--- src/rtl/haui_arb_pkg.sv ---
// Shared types and defaults for the haui_asic register-bus arbiter.
// Contents: FSM state and grant enums, counter width, timeout/error defaults.
package haui_arb_pkg;

   localparam int unsigned CNT_W        = 16;
   localparam int unsigned TIMEOUT_DEF  = 255;
   localparam logic [31:0] ERR_DATA_DEF = 32'hDEAD_BEEF;

   typedef enum logic [1:0] {
      IDLE = 2'd0,
      BUS  = 2'd1,
      RESP = 2'd2
   } arb_state_t;

   typedef enum logic {
      GNT_WB = 1'b0,
      GNT_LA = 1'b1
   } arb_grant_t;

endpackage

--- src/rtl/haui_arb_timeout.sv ---
// Loadable watchdog counter shared by the register-bus bridges.
// Ports:
//   clk, rst         : clock, asynchronous active-high reset
//   i_clr            : synchronous clear to zero (highest priority)
//   i_load/i_load_val: load an arbitrary start value
//   i_en             : count up by one
//   i_limit          : compare value
//   o_expired_c      : combinational, count == limit
module haui_arb_timeout #(
   parameter int unsigned W = 16
) (
   input  logic         clk,
   input  logic         rst,
   input  logic         i_clr,
   input  logic         i_en,
   input  logic         i_load,
   input  logic [W-1:0] i_load_val,
   input  logic [W-1:0] i_limit,
   output logic         o_expired_c
);

   logic [W-1:0] r_count;

   // Clear beats load beats increment.
   always_ff @(posedge clk or posedge rst) begin
      if (rst) begin
         r_count <= '0;
      end else if (i_clr) begin
         r_count <= '0;
      end else if (i_load) begin
         r_count <= i_load_val;
      end else if (i_en) begin
         r_count <= r_count + W'(1);
      end
   end

   assign o_expired_c = (r_count == i_limit);

endmodule

--- src/rtl/haui_bus_arbiter.sv ---
// Round-robin arbiter sharing the haui_asic register bus between the Caravel
// Wishbone slave port and a logic-analyzer host, with a hung-slave watchdog.
// Ports:
//   wb_clk_i, wb_rst_i         : clock, asynchronous active-high reset
//   wbs_*                      : Wishbone slave (window WB_BASE/WB_MASK)
//   la_req_i/we/adr/dat/sel    : LA command, rising edge of la_req_i starts it
//   la_dat_o/la_done_o/la_err_o: LA read data, done pulse, sticky timeout flag
//   bus_*                      : downstream register-bus request/response
//   err_irq_o                  : one-cycle pulse on any timeout
module haui_bus_arbiter
   import haui_arb_pkg::*;
#(
   parameter int unsigned AW       = 16,
   parameter logic [31:0] WB_BASE  = 32'h3000_0000,
   parameter logic [31:0] WB_MASK  = 32'hFFF0_0000,
   parameter int unsigned TIMEOUT  = TIMEOUT_DEF,
   parameter logic [31:0] ERR_DATA = ERR_DATA_DEF
) (
   input  logic          wb_clk_i,
   input  logic          wb_rst_i,
   input  logic          wbs_cyc_i,
   input  logic          wbs_stb_i,
   input  logic          wbs_we_i,
   input  logic [31:0]   wbs_adr_i,
   input  logic [31:0]   wbs_dat_i,
   input  logic [3:0]    wbs_sel_i,
   output logic          wbs_ack_o,
   output logic [31:0]   wbs_dat_o,
   input  logic          la_req_i,
   input  logic          la_we_i,
   input  logic [AW-1:0] la_adr_i,
   input  logic [31:0]   la_dat_i,
   input  logic [3:0]    la_sel_i,
   output logic [31:0]   la_dat_o,
   output logic          la_done_o,
   output logic          la_err_o,
   output logic          bus_req_o,
   output logic          bus_we_o,
   output logic [AW-1:0] bus_adr_o,
   output logic [31:0]   bus_dat_o,
   output logic [3:0]    bus_sel_o,
   input  logic [31:0]   bus_dat_i,
   input  logic          bus_rdy_i,
   output logic          err_irq_o
);

   arb_state_t  r_state;
   arb_grant_t  r_last;
   arb_grant_t  r_gnt;
   logic        r_la_req_q;
   logic        r_la_pend;

   logic        w_hit;
   logic        w_wb_pend;
   logic        w_wb_miss;
   logic        w_la_rise;
   logic        w_la_pend;
   logic        w_pick_la;
   logic        w_grant;
   logic        w_expired;
   logic        w_bus_exit;
   logic [31:0] w_rdata;

   assign w_hit     = ((wbs_adr_i & WB_MASK) == WB_BASE);
   // ~wbs_ack_o keeps a request from being seen twice in its own ack cycle.
   assign w_wb_pend = wbs_cyc_i & wbs_stb_i & w_hit & ~wbs_ack_o;
   assign w_wb_miss = wbs_cyc_i & wbs_stb_i & ~w_hit & ~wbs_ack_o;
   // An edge in an IDLE cycle is granted in that same cycle.
   assign w_la_rise = la_req_i & ~r_la_req_q;
   assign w_la_pend = r_la_pend | w_la_rise;
   // On a tie the host that did not win last time takes the bus.
   assign w_pick_la  = w_la_pend & (~w_wb_pend | (r_last == GNT_WB));
   assign w_grant    = (r_state == IDLE) & (w_wb_pend | w_la_pend);
   assign w_bus_exit = (r_state == BUS) & (bus_rdy_i | w_expired);
   assign w_rdata    = bus_rdy_i ? bus_dat_i : ERR_DATA;

   // Watchdog counts only BUS cycles that are neither completing nor expiring.
   haui_arb_timeout #(
      .W (CNT_W)
   ) u_timeout (
      .clk         (wb_clk_i),
      .rst         (wb_rst_i),
      .i_clr       (r_state != BUS),
      .i_en        ((r_state == BUS) & ~bus_rdy_i & ~w_expired),
      .i_load      (1'b0),
      .i_load_val  ('0),
      .i_limit     (CNT_W'(TIMEOUT)),
      .o_expired_c (w_expired)
   );

   // LA edge detect and single-entry pending flag.
   always_ff @(posedge wb_clk_i or posedge wb_rst_i) begin
      if (wb_rst_i) begin
         r_la_req_q <= 1'b0;
         r_la_pend  <= 1'b0;
      end else begin
         r_la_req_q <= la_req_i;
         r_la_pend  <= w_la_pend & ~(w_grant & w_pick_la);
      end
   end

   // Arbitration FSM with registered host and bus outputs.
   always_ff @(posedge wb_clk_i or posedge wb_rst_i) begin
      if (wb_rst_i) begin
         r_state   <= IDLE;
         r_last    <= GNT_LA;
         r_gnt     <= GNT_WB;
         wbs_ack_o <= 1'b0;
         wbs_dat_o <= '0;
         la_dat_o  <= '0;
         la_done_o <= 1'b0;
         la_err_o  <= 1'b0;
         bus_req_o <= 1'b0;
         bus_we_o  <= 1'b0;
         bus_adr_o <= '0;
         bus_dat_o <= '0;
         bus_sel_o <= '0;
         err_irq_o <= 1'b0;
      end else begin
         wbs_ack_o <= 1'b0;
         wbs_dat_o <= '0;
         la_done_o <= 1'b0;
         err_irq_o <= 1'b0;
         unique case (r_state)
            IDLE: begin
               // Out-of-window WB access: zero-data ack, no bus slot used.
               if (w_wb_miss) begin
                  wbs_ack_o <= 1'b1;
               end
               if (w_grant) begin
                  bus_req_o <= 1'b1;
                  r_state   <= BUS;
                  if (w_pick_la) begin
                     r_gnt     <= GNT_LA;
                     r_last    <= GNT_LA;
                     la_err_o  <= 1'b0;
                     bus_we_o  <= la_we_i;
                     bus_adr_o <= la_adr_i;
                     bus_dat_o <= la_dat_i;
                     bus_sel_o <= la_sel_i;
                  end else begin
                     r_gnt     <= GNT_WB;
                     r_last    <= GNT_WB;
                     bus_we_o  <= wbs_we_i;
                     bus_adr_o <= wbs_adr_i[AW+1:2];
                     bus_dat_o <= wbs_dat_i;
                     bus_sel_o <= wbs_sel_i;
                  end
               end
            end
            BUS: begin
               if (w_bus_exit) begin
                  bus_req_o <= 1'b0;
                  r_state   <= RESP;
                  if (r_gnt == GNT_LA) begin
                     la_done_o <= 1'b1;
                     la_dat_o  <= w_rdata;
                  end else if (wbs_cyc_i & wbs_stb_i) begin
                     // An aborted WB cycle still finishes downstream, unacked.
                     wbs_ack_o <= 1'b1;
                     wbs_dat_o <= w_rdata;
                  end
                  if (!bus_rdy_i) begin
                     err_irq_o <= 1'b1;
                     if (r_gnt == GNT_LA) begin
                        la_err_o <= 1'b1;
                     end
                  end
               end
            end
            RESP: begin
               r_state <= IDLE;
            end
            default: begin
               r_state <= IDLE;
            end
         endcase
      end
   end

endmodule

--- config.mk ---
export PLATFORM = sky130hd
export DESIGN_NAME = haui_bus_arbiter
export DESIGN_NICKNAME = d
export VERILOG_FILES = /design/src/rtl/haui_arb_pkg.sv /design/src/rtl/haui_arb_timeout.sv /design/src/rtl/haui_bus_arbiter.sv
export SDC_FILE = /design/constraint.sdc
export NUM_CORES = 1
export LEC_CHECK = 0
export ABC_AREA = 1
export BUFFER_PORTS_ARGS = -buffer_cell sky130_fd_sc_hd__buf_4
export CAP_MARGIN = 5
export CORE_ASPECT_RATIO = 0.7
export CORE_MARGIN = 2
export CORE_UTILIZATION = 46
export CTS_BUF_LIST = sky130_fd_sc_hd__clkbuf_4 sky130_fd_sc_hd__clkbuf_8
export CTS_CLUSTER_SIZE = 28
export DETAILED_ROUTE_END_ITERATION = 16
export PLACE_DENSITY = 0.83
export SLEW_MARGIN = 0
export SYNTH_ARGS = -nofsm -noshare
export SYNTH_HDL_FRONTEND = slang
export SYNTH_SLANG_ARGS = --single-unit
--- constraint.sdc ---
create_clock -name wb_clk_i -period 4.03 [get_ports wb_clk_i]
set_input_delay 0.2015 -clock wb_clk_i [delete_from_list [all_inputs] [get_ports wb_clk_i]]
set_output_delay 0.2015 -clock wb_clk_i [all_outputs]
set_load 0.02 [all_outputs]
==> results of run 1 <==
layer usage:
metal | vias to the layer above | track usage, %
met5 | - | 0
met4 | 0 | 8.81
met3 | 36 | 6.48
met2 | 292 | 41.1
met1 | 3238 | 34.0
li1 | 3402 | -
synthesized netlist by cell type:
cell,number,area [um2]
buf_4,1,7.51
inv_1,151,567
a21boi_2,1,11.3
nor3_1,2,10.0
nand3_1,118,591
and2_1,1,6.26
ha_1,1,12.5
buf_2,15,75.1
o21ai_0,3,15.0
xnor2_1,1,8.76
buf_1,3,11.3
clkbuf_1,26,97.6
nor2b_1,1,6.26
or2_2,3,18.8
nor2_2,30,188
nand2_2,1,6.26
nor2_1,59,221
a211oi_1,1,7.51
a21oi_1,2,10.0
buf_6,3,33.8
clkinv_1,2,7.51
dfstp_2,1,26.3
inv_2,2,7.51
nor3_4,1,16.3
nand2_4,3,33.8
dfrtp_1,143,3580
nand3_2,1,10.0
clkinv_2,1,5.00
nand2_1,308,1160
xor2_1,6,52.6
nand4_1,43,269
registers in the layout (all words and copies together), names as in the netlist:
name               flops
r_gnt                  1
r_la_pend              1
r_la_req_q             1
bus_we_o               1
bus_dat_o             32
wbs_ack_o              1
bus_req_o              1
r_last                 1
bus_sel_o              4
r_state                2
la_dat_o              32
bus_adr_o             16
err_irq_o              1
wbs_dat_o             32
u_timeout.r_count     16
la_done_o              1
la_err_o               1
power by group:
| group | switching (uW) | leakage [uW] | internal (uW) |
|---|---|---|---|
| Clock | 633 | 0.000238 | 709 |
| Sequential | 298 | 0.00185 | 1920 |
| Combinational | 1640 | 0.00371 | 1010 |
metrics by stage:
| stage | instance area, um2 | cells | hold WS [ns] | total power (uW) | util (%) |
|---|---|---|---|---|---|
| CTS | 9900 | 1416 | 0.000523 | 6240 | 66.6 |
| global placement | 9250 | 1366 | 0.323 | 4800 | 62.3 |
| finish | 9910 | 1417 | 0.0158 | 6210 | 66.7 |
| global route | 9910 | 1417 | 0.000619 | 6610 | 66.7 |
| floorplan | 7070 | 934 | 0.233 | 3710 | - |
| detailed placement | 9250 | 1366 | 0.323 | 4870 | 62.3 |
repair_timing:
action | CTS | global route
hold buffers | 18 | 1
setup endpoints to repair | 0 | 0
endpoints found under the hold margin | 56 | 1
final timing paths:
kind | endpoint | cells after the start | slack [ns] | from
setup / recovery | wbs_dat_o[9] | 9 | 1.52 | u_timeout.r_count[0]
hold / removal | wbs_dat_o[5] | 3 | 0.02 | bus_dat_i[5]
setup reg to reg | wbs_dat_o[9] | 9 | 1.52 | u_timeout.r_count[0]
hold reg to reg | la_err_o | 2 | 0.48 | la_err_o
max in group asynchronous | u_timeout.r_count[4] | 4 | 2.49 | wb_rst_i
min in group asynchronous | bus_dat_o[25] | 3 | 0.51 | wb_rst_i
final cells by class:
type	instances	area (um2)
fill	1191	4950
sequential	144	3600
timing repair buffer	304	2340
inverter	156	591
multi-input combinational	586	2660
clock inverter	15	236
clock buffer	17	234
tap	195	244
worst max-delay path: stages (launching register included):
cell and delay (ns):
dfrtp_1 0.41, ha_1 0.24, nand3_2 0.16, nor3_4 0.19
nand2_2 0.11, nand2_4 0.33, nand2_4 0.15, clkinv_2 0.24
nand2_4 0.36, nor2_2 0.24
cells by family after synthesis:
family	synth area share, %
AO/OA/AOI/OAI	0.620
XOR/XNOR	0.868
adder cells (fa/ha/maj)	0.177
buffers and inverters	11.5
flip-flops	51.0
AND/OR/NAND/NOR	35.8
==> metrics, run 1 <==
outcome complete, no violations; Area Overhead vs Synth 40.3%; skew final 0.0189 ns; highest layer used for signal routing met4; core area 14900 um2; Starting Density between 40% and 50%; crit share post-route 62.3%; register area share after synthesis around half; DPL Wire Length roughly 14000 um; PortBufs 277; Metal-1 WL 8640 um; Setup crit start kind flip-flop; htree depth 4; nets around 1400; 1st-pass router iterations 5; DRC 0; Max-Slew Margin vs Limit 34.3%; dpl ws around 1.5 ns; initial antenna violation count 0; critical path arrival 2.88 ns; Mapped Cells 934; met2 routed wirelength 9690 um; PwrDens 627 nW/um2; worst vdd ir between 0.3 and 0.4 mV; post-cts sizing count 0; Die X between 150 and 200 um; commonest non-fill, non-tap cell in the layout nand2_1; CP Data Required Time 4.40 ns; Netlist Area Pre-Place slightly above 7000 um2; Vias 6968; first-pass GRT wire length roughly 33000 um; Slew @ Worst Pin ~0.98 ns; Yosys reg bits 144; I/O Pins 282; Wirelength per Cell 14.4 um; max_cap viols 0; vias in the first global route 6677; die area 16400 um2; WL final 20300 um; DRT iter0 DRCs 516; Routed Antenna Nets 0; Die Ht 108 um; Antenna Cells 0; vias per cell a little under 5; gr usage total 25.6%; gr ovfl total 0; total setup buffers inserted after CTS 0; met3 wire length 1570 um; Rows 37; maximum buffer depth of the clock tree 2; Leak 0.00580 uW; Fin. Hold Viols 0; library cells used by synthesis 31; number of CTS-inserted buffers 17; post-synthesis net count 1095; CTS tree built; Yosys warnings 0; worst-skew pair later-pin latency approximately 0.45 ns; Final Max Slew Viols 0; Avg Cell Area, Syn ~7.6 um2; CP Class reg2reg; fmax 0.398 GHz; pin count of the biggest net entering global routing 106; Final min period 2.51 ns; clock root cell clkbuf_8; Final Worst Setup Slack 1.52 ns; Placer Congestion approximately 0.94; Clk pin slew, worst setup/hold paths 0.10 ns; Worst Hold Class in2reg; Crit. End Element flip-flop; Setup Viol. Count Final 0; RSZ-0062 raised after global routing no; largest fanout on the critical path 37; Sink Count between 100 and 150; most frequent cells in the layout nand2_1 (308), buf_4 (284), inv_1 (150), dfrtp_1 (143), nand3_1 (118); total negative slack 0 ns; share of layout cells above drive strength 1 29.6%
Note: power is estimated with default switching activity, not from simulation.
==> inputs of run 2 (changes only) <==
Settings changed: CORE_UTILIZATION 46 to 50, PLACE_DENSITY 0.83 to 0.86.
Clock period 4.03 ns to 2.6 ns, I/O delays scaled along.
==> run 2 against run 1 <==
  * Highest routed layer unchanged
  * First-iteration DRC count decreased by 1.4%
  * Non-clock buffer count increased by 76
  * Wire length increased by 15%
  * Worst hold slack improved by 0.0026 ns
  * Flip-flop and latch count unchanged
  * Global-route usage increased by 5.5 points
  * Design area increased by 7.4%
  * Sequential share of layout area decreased by 2.5 points
  * Cell count increased by 5.0%
==> metrics, run 2 (synthesis results as in run 1) <==
gr ovfl total 0 (unchanged); Final min period 2.43 ns; clock root cell clkbuf_8 (unchanged); CP Data Required Time 2.94 ns (was 4.40 ns); met3 Resource Use GR 7.81% (was 6.48%); CP startpoint la_req_i (was u_timeout.r_count[0]); RSZ-0062 raised after global routing no (unchanged); Cell Count, Final, Fillers Out 1488 (was 1417); CP Class in2reg (was reg2reg); nets 1446 (was 1370); largest fanout on the critical path 53 (was 37); Clk pin slew, worst setup/hold paths 0.10 ns (about the same); pin count of the biggest net entering global routing 65 (was 106); Area Overhead vs Synth 50.6% (was 40.3%); core area 13900 um2 (was 14900 um2); skew final 0.0156 ns (was 0.0189 ns); Fin. Hold Viols 0 (unchanged); Setup crit start kind input pin (was flip-flop); most frequent cells in the layout nand2_1 (307), buf_4 (286), inv_1 (150), dfrtp_1 (143), nand3_1 (118) (was nand2_1 (308), buf_4 (284), inv_1 (150), dfrtp_1 (143), nand3_1 (118)); crit share post-route 93.5%; Setup Viol. Count Final 0 (unchanged); Worst Hold Class in2reg (unchanged); Max-Slew Margin vs Limit 33.8% (was 34.3%); first-pass GRT wire length 37100 um (was 33400 um); dpl ws 0.231 ns (was 1.52 ns); commonest non-fill, non-tap cell in the layout nand2_1 (unchanged); busiest grt layer met2 (unchanged); total negative slack 0 ns (unchanged); Placer Congestion 0.927 (was 0.939); Starting Density 50.9% (was 47.6%); share of layout cells above drive strength 1 28.3% (was 29.6%); worst-skew pair later-pin latency 0.44 ns (was 0.45 ns); WL final 23400 um (was 20300 um); Hold WS 0.0184 ns (was 0.0158 ns); CTS tree built (unchanged); DRC 0 (unchanged); outcome complete, no violations (unchanged); largest registers bus_dat_o (32), la_dat_o (32), wbs_dat_o (32) (unchanged); worst vdd ir 0.456 mV (was 0.332 mV); htree depth 4 (unchanged); fmax roughly 0.41 GHz; max_cap viols 0 (unchanged); maximum buffer depth of the clock tree 2 (unchanged); I/O Pins 282 (unchanged); Rows 36 (was 37); Wirelength per Cell 15.7 um (was 14.4 um); vias per cell 5.09 (was 4.92); Die Ht 103 um (was 108 um); Worst Hold Launch la_adr_i[13] (was bus_dat_i[5]); number of CTS-inserted buffers 17 (unchanged); PwrDens 907 nW/um2 (was 627 nW/um2); Slew @ Worst Pin 0.991 ns (was 0.984 ns); Antenna Cells 0 (unchanged); M1 GR Usage 37.1% (was 34.0%); Die X 146 um (was 152 um); Final Worst Setup Slack 0.170 ns (was 1.52 ns); Critical R2R Launch r_la_pend (was u_timeout.r_count[0]); initial antenna violation count 0 (unchanged); met2 Track Usage GR 54.7% (was 41.1%); Vias 7575 (was 6968); Sink Count 144 (unchanged); Pwr Total 9660 uW (was 6210 uW); dpl cells 1365 (was 1366); Routed Antenna Nets 0 (unchanged); PortBufs 277 (unchanged); Final Max Slew Viols 0 (unchanged); critical path arrival 2.77 ns (was 2.88 ns); die area 15100 um2 (was 16400 um2); DRT iter0 DRCs 509 (was 516); Crit. End Element flip-flop (unchanged); vias in the first global route 7445 (was 6677); Leak 0.00607 uW (was 0.00580 uW); 1st-pass router iterations 5 (unchanged); DPL Wire Length 14200 um (was 13900 um); gr usage total 31.1% (was 25.6%)
-- run 2: power by group --
| group | switching, uW | leakage [uW] | internal, uW |
|---|---|---|---|
| clock network | 1030 | 0.000208 | 828 |
| logic | 2680 | 0.00401 | 1700 |
| registers | 450 | 0.00185 | 2970 |
-- run 2: critical path, cell delays in order --
cell           delay [ns]
dlygate4sd3_1        0.54
buf_4                0.15
a21oi_1              0.37
inv_2                0.30
nand2_2              0.17
buf_12               0.25
nand2_1              0.12
nand3_1              0.10
dlygate4sd3_1        0.56
nand2_1              0.05
-- run 2: layer usage --
metal | wire [um] | part of all wire, %
met4 | 939 | 4.0
met3 | 1820 | 7.8
met2 | 11500 | 49
met1 | 9180 | 39
met5 | 0 | 0
-- run 2: final timing paths --
kind                                              to  slack, ns  cells after the start
worst max-delay path                   bus_dat_o[25]       0.17                     10
worst min-delay path                   bus_adr_o[13]       0.02                      5
worst max register to register         bus_dat_o[25]       0.22                      8
worst min register to register           la_dat_o[6]       0.49                      2
max in group asynchronous       u_timeout.r_count[1]       1.40                      4
min in group asynchronous              bus_dat_o[19]       0.40                      3
-- run 2: area by class of cell --
cell class / instances / area [um2]
Tap cell: 190 / 238
Clock inverter: 15 / 185
Fill cell: 938 / 3230
Clock buffer: 17 / 234
Sequential cell: 144 / 3600
Multi-Input combinational cell: 586 / 2670
Inverter: 156 / 591
Timing Repair Buffer: 380 / 3120
-- run 2: repair_timing --
| item | in CTS | in global routing |
|---|---|---|
| buffers inserted | 0 | 0 |
| hold buffers | 91 | 0 |
| hold endpoints to repair | 116 | 0 |
| endpoints found under the setup margin | 0 | 3 |
| resized for setup | 0 | 1 |
-- run 2: metrics by stage --
step / instance area [um2] / utilization, %
2_1_floorplan: 7070 / -
3_3_place_gp: 9310 / 67.1
3_5_place_dp: 9310 / 67.1
4_1_cts: 10600 / 76.7
5_1_grt: 10600 / 76.7
6_report: 10600 / 76.7
